[src/rtl/regfile_pkg.sv]
// ============================================================================
// Module      : regfile_pkg
// Description : Default geometry and shared helpers for the multiport regfile.
// Revision    : 1.0 - initial release
// ============================================================================
`default_nettype none

package regfile_pkg;

    localparam int DEF_DATA_W  = 32;
    localparam int DEF_ADDR_W  = 5;
    localparam int DEF_N_READ  = 2;
    localparam int DEF_N_WRITE = 2;
    localparam int REG0_IDX    = 0;

    // True for the index that is hardwired to zero when that option is on.
    function automatic logic is_hardwired(input bit zero_reg, input int idx);
        return zero_reg && (idx == REG0_IDX);
    endfunction

endpackage

`default_nettype wire

[src/rtl/regfile_scoreboard.sv]
// ============================================================================
// Module      : regfile_scoreboard
// Description : One busy bit per register, with set/clear and registered lookups.
// Revision    : 1.0 - initial release
// ============================================================================
`default_nettype none

module regfile_scoreboard
    import regfile_pkg::*;
#(
    parameter int ADDR_W   = DEF_ADDR_W,
    parameter int N_READ   = DEF_N_READ,
    parameter int N_WRITE  = DEF_N_WRITE,
    parameter bit ZERO_REG = 1'b1
) (
    input  logic                      clk,
    input  logic                      reset,
    input  logic                      i_set_en,
    input  logic [ADDR_W-1:0]         i_set_addr,
    input  logic [N_WRITE-1:0]        i_clr_en,
    input  logic [N_WRITE*ADDR_W-1:0] i_clr_addr,
    input  logic [N_READ*ADDR_W-1:0]  i_lookup_addr,
    output logic [N_READ-1:0]         o_busy
);

    localparam int DEPTH = 2**ADDR_W;

    logic [DEPTH-1:0]  r_busy;
    logic [DEPTH-1:0]  w_busy_next;
    logic [N_READ-1:0] r_lookup;

    // Clears are applied first so a same-cycle claim (new producer) wins.
    always_comb begin
        w_busy_next = r_busy;
        for (int w = 0; w < N_WRITE; w++) begin
            if (i_clr_en[w]) begin
                w_busy_next[i_clr_addr[w*ADDR_W +: ADDR_W]] = 1'b0;
            end
        end
        if (i_set_en) begin
            w_busy_next[i_set_addr] = 1'b1;
        end
        if (ZERO_REG) begin
            w_busy_next[REG0_IDX] = 1'b0;
        end
    end

    always_ff @(posedge clk or negedge reset) begin
        if (!reset) begin
            r_busy   <= '0;
            r_lookup <= '0;
        end else begin
            r_busy <= w_busy_next;
            for (int i = 0; i < N_READ; i++) begin
                r_lookup[i] <= w_busy_next[i_lookup_addr[i*ADDR_W +: ADDR_W]];
            end
        end
    end

    assign o_busy = r_lookup;

endmodule

`default_nettype wire

[src/rtl/regfile_multiport.sv]
// ============================================================================
// Module      : regfile_multiport
// Description : Flip-flop register file, N read / N write ports, write bypass,
//               optional hardwired zero register and a busy scoreboard.
// Revision    : 1.0 - initial release
// ============================================================================
`default_nettype none

module regfile_multiport
    import regfile_pkg::*;
#(
    parameter int DATA_W   = DEF_DATA_W,
    parameter int ADDR_W   = DEF_ADDR_W,
    parameter int N_READ   = DEF_N_READ,
    parameter int N_WRITE  = DEF_N_WRITE,
    parameter bit ZERO_REG = 1'b1
) (
    input  logic                      clk,
    input  logic                      reset,
    input  logic [N_READ*ADDR_W-1:0]  rd_addr,
    output logic [N_READ*DATA_W-1:0]  rd_data,
    output logic [N_READ-1:0]         rd_busy,
    input  logic [N_WRITE-1:0]        wr_en,
    input  logic [N_WRITE*ADDR_W-1:0] wr_addr,
    input  logic [N_WRITE*DATA_W-1:0] wr_data,
    input  logic                      claim_en,
    input  logic [ADDR_W-1:0]         claim_addr
);

    localparam int DEPTH = 2**ADDR_W;

    logic [DATA_W-1:0]        r_regs      [DEPTH];
    logic [DATA_W-1:0]        w_regs_next [DEPTH];
    logic [N_READ*DATA_W-1:0] r_rd_data;

    // Ascending port order makes the highest-index write win; reads use the
    // post-write image, which gives the same-edge bypass for free.
    always_comb begin
        for (int r = 0; r < DEPTH; r++) begin
            w_regs_next[r] = r_regs[r];
            for (int w = 0; w < N_WRITE; w++) begin
                if (wr_en[w] && (wr_addr[w*ADDR_W +: ADDR_W] == ADDR_W'(r))) begin
                    w_regs_next[r] = wr_data[w*DATA_W +: DATA_W];
                end
            end
            if (is_hardwired(ZERO_REG, r)) begin
                w_regs_next[r] = '0;
            end
        end
    end

    always_ff @(posedge clk or negedge reset) begin
        if (!reset) begin
            for (int r = 0; r < DEPTH; r++) begin
                r_regs[r] <= '0;
            end
            r_rd_data <= '0;
        end else begin
            for (int r = 0; r < DEPTH; r++) begin
                r_regs[r] <= w_regs_next[r];
            end
            for (int i = 0; i < N_READ; i++) begin
                r_rd_data[i*DATA_W +: DATA_W] <= w_regs_next[rd_addr[i*ADDR_W +: ADDR_W]];
            end
        end
    end

    assign rd_data = r_rd_data;

    regfile_scoreboard #(
        .ADDR_W   (ADDR_W),
        .N_READ   (N_READ),
        .N_WRITE  (N_WRITE),
        .ZERO_REG (ZERO_REG)
    ) u_scoreboard (
        .clk           (clk),
        .reset         (reset),
        .i_set_en      (claim_en),
        .i_set_addr    (claim_addr),
        .i_clr_en      (wr_en),
        .i_clr_addr    (wr_addr),
        .i_lookup_addr (rd_addr),
        .o_busy        (rd_busy)
    );

endmodule

`default_nettype wire

[config.mk]
export PLATFORM = sky130hd
export DESIGN_NAME = regfile_multiport
export DESIGN_NICKNAME = d
export VERILOG_FILES = /design/src/rtl/regfile_pkg.sv /design/src/rtl/regfile_scoreboard.sv /design/src/rtl/regfile_multiport.sv
export SDC_FILE = /design/constraint.sdc
export NUM_CORES = 2
export LEC_CHECK = 0
export CAP_MARGIN = 20
export CORE_MARGIN = 2
export CORE_UTILIZATION = 40
export CTS_CLUSTER_SIZE = 14
export DETAILED_ROUTE_END_ITERATION = 10
export PLACE_DENSITY = 0.62
export RECOVER_POWER = 50
export SLEW_MARGIN = 20
export SYNTH_ARGS = -nofsm -noshare
export SYNTH_HDL_FRONTEND = slang
export SYNTH_SLANG_ARGS = --single-unit
[constraint.sdc]
create_clock -name clk -period 2.7 [get_ports clk]
set_clock_uncertainty 0.2 [all_clocks]
set_input_delay 0.27 -clock clk [delete_from_list [all_inputs] [get_ports clk]]
set_output_delay 0.27 -clock clk [all_outputs]
set_load 0.03 [all_outputs]
==> impl_results.md <==
- Status: complete, but fails checks
- Violated checks: negative setup slack
- Crit Path Class: input pin to flop
- Power Dens Cells: just under 700 nW/um^2
- Pre-CTS WS: -1.466 ns
- Vias: 83,620
- Floorplan row count: 146
- Top Ports: 160
- Port-buffer cells: 159
- H-tree depth: 4
- Worst slew pin tran: about 1.4 ns
- Crit path DAT: 3.35 ns
- Hold endpoint: r_regs[912]
- # DRC: 0
- Vias in the first global route: 77,630
- RR Endpoint: rd_data[10]
- CTS Sinks: 1,089
- RSZ-0062 raised after global routing: yes
- Max-Cap Viols: 0
- F_max: between 0.3 and 0.4 GHz
- Tcrit/Tclk final: 104.9%
- Dpl cells: 11,820
- # setup viols final: 11
- Crit. End Element: flop
- Fin crit period: about 2.8 ns
- Reg clk slew, reported paths: 0.06 ns
- CP Data Required Time: 3.22 ns
- Yosys warning total: 0
- Min-Delay Path Depth: 5
- Slew margin rel.: 6.251%
- Area growth, synth to finish: 44.53%
- Leak Pwr: approximately 0.042 uW
- Syn Area/Cell: between 7 and 8 sq um
- Critical path peak fanout: 12
- Starting density of the core: between 40% and 50%
- EDFF count, synth: 0
- Async SR Flop Fraction: 100.0%
- DRT Wirelength: 469,400 microns
- Layout Nets: 10,010
- Mapped Nets: between 8,000 and 9,000
- Initial antenna violation count: 43
- Vias/cell: ~6.9
- RD Place Congestion: ~1.1
- Root Driver: clkbuf_16
- Largest net degree at the start of global routing: 85
- Layout cell share with drive strength beyond 1: 27.86%
- Total core area: 158,600 sq um
- Die Footprint: 163,100 sq um
- Peak supply drop: 782.6 uV
- CTS tree: yes
- Worst r2r src: r_regs[106]
- Clk_lat worst skew: about 0.84 ns
- Post-detail-place hpwl: approximately 340,000 microns
- Seq/Total Area, Yosys: approximately 43%
- Synthesized instance count: between 8,000 and 9,000
- Die Height: 403.8 microns
- Final Power: about 64,000 uW
- Wire per inst: 38.72 microns
- Primary flip-flop cell chosen by synthesis mapping: dfrtp_1
- DR pass1 iterations: 10
- Synth Cell Area: 63,930 sq um
- DRT iter0 DRCs: 15,930
- Path depth of the worst reg2reg path: 11
- Final cell count without fillers: 12,120
- Startpoint Class: input pin
- Post-synth cell types: slightly above 80
- HP Class: input pin to flop
- Yosys reg bits: 1,089
- CTS buffer count: 139
- Final design utilization: between 50% and 60%
- Min Hold Slack: 0.01048 ns
- Total track usage: 56.00%
- Slew Viols, Final: 0
- Setup ws final: -0.1311 ns
- Post-DRT Antenna Nets: 0
- R2R setup slack: 0.37 ns
- Clock Path Buffers: 3
- Gr ovfl total: 0
- Min-delay src: wr_addr[8]
- DIE WIDTH: 403.8 microns
- Hold Vio Cnt, Final: 0
- First-pass GRT wire length: 634,100 microns
power breakdown:
group	switching, uW	internal [uW]
sequential	1500	20600
combinational	12900	9560
clock	8370	10900
final cells by class:
type	count	area [sq um]
Timing Repair Buffer	2450	23730
Tap cell	2072	2592
Clock inverter	41	434.2
Antenna cell	28	70.07
Sequential cell	1089	27250
Inverter	104	390.4
Multi-Input combinational cell	6133	33830
Fill cell	14280	66160
Clock buffer	206	4105
critical path, cell delays in order:
cell             delay [ns]
clkdlybuf4s50_1        0.48
buf_4                  0.18
nand4b_1               0.11
buf_4                  0.18
nor2_1                 0.15
buf_4                  0.27
nor2_1                 0.22
a311oi_1               0.39
o21ai_0                0.17
o21ai_1                0.31
buf_4                  0.17
a22oi_1                0.06
buf_4                  0.18
a21oi_1                0.20
cell usage in the layout (no fill, tap or decap), types with 38 or more instances in the layout:
cell type / netlist / routed
nand3_1: 192 / 188
nor2_1: 1049 / 1019
a31oi_1: 815 / 773
buf_4: 19 / 1814
a32oi_1: 63 / 58
nor3_1: 74 / 70
clkbuf_1: 614 / 52
nand2_1: 1980 / 1923
mux2i_1: 198 / 198
a21oi_1: 331 / 316
a221oi_1: 211 / 201
clkdlybuf4s50_1: 0 / 138
nand2_2: 5 / 49
a31oi_2: 2 / 39
a22oi_1: 270 / 264
a211oi_1: 43 / 38
inv_1: 100 / 96
dfrtp_1: 1089 / 1088
o22ai_1: 143 / 143
o21ai_0: 297 / 275
buf_12: 0 / 391
clkbuf_16: 0 / 144
flip-flops by register name, indices dropped and copies added (netlist names):
register	cells
rd_data	64
u_scoreboard.o_busy	2
u_scoreboard.r_busy	31
r_regs	992
cells by family after synthesis:
logic type	count (synthesis)	share of synthesized area [%]
flip-flops	1089	42.62
AO/OA/AOI/OAI	2457	25.58
buffers and inverters	1000	6.337
multiplexers	235	3.857
AND/OR/NAND/NOR	3441	21.61
stage by stage:
step                 TNS, ns  instance area, sq um
floorplan                  0                 63930
global placement     -159.71                 86830
detailed placement   -169.35                 86830
CTS                 -0.03837                 91940
global route         -0.1204                 92340
finish               -0.5165                 92400
repair_timing:
item | 4_1_cts | 5_1_grt
pin swaps | 11 | 26
setup buffers | 4 | 14
gates cloned | 0 | 1
hold endpoints to repair | 1003 | 1
resized for setup | 94 | 132
hold buffers | 11 | 1
endpoints found under the setup margin | 64 | 68
worst max-delay path by stage:
stage                from          end  slack (ns)  depth (start not counted)
2_1_floorplan  wr_addr[4]  rd_data[23]        0.11                         11
3_3_place_gp     wr_en[0]  rd_data[62]       -1.48                         11
3_5_place_dp     wr_en[0]  rd_data[62]       -1.47                         11
4_1_cts        wr_addr[3]  rd_data[62]       -0.03                         15
5_1_grt          wr_en[1]  rd_data[20]       -0.06                         14
6_report         wr_en[1]  rd_data[20]       -0.13                         14
routing by layer:
layer / up-vias / wire, microns / global-route usage, %
li1: 32800 / - / -
met1: 40070 / 165800 / 69.34
met2: 8435 / 179100 / 74.11
met3: 2283 / 75020 / 24.50
met4: 36 / 49070 / 46.65
met5: - / 339 / 0.3568
synth_stat cells, types with 11 or more instances:
cell       instances  share of area, %
nand2_1         1980                12
dfrtp_1         1089                43
nor2_1          1049               6.2
a31oi_1          815               8.0
clkbuf_1         614               3.6
a21oi_1          331               2.6
o21ai_0          297               2.3
a22oi_1          270               3.2
a221oi_1         211               2.9
mux2i_1          198               3.1
nand3_1          192               1.5
buf_2            157               1.2
o22ai_1          143               1.4
buf_1            102              0.60
inv_1            100              0.59
nor3_1            74              0.58
a32oi_1           63              0.86
a211oi_1          43              0.50
o221ai_1          37              0.51
mux2_2            31              0.55
o211ai_1          30              0.35
a221o_1           25              0.39
o31ai_1           25              0.29
and3_1            22              0.22
buf_4             19              0.22
a32o_1            18              0.28
o2bb2ai_1         18              0.25
a31o_2            15              0.21
o2111ai_1         14              0.19
nand4_1           13              0.13
a21boi_0          12              0.14
a2bb2oi_1         11              0.15
nor2b_1           11              0.11
No activity file was read; power rests on OpenSTA's default activity.
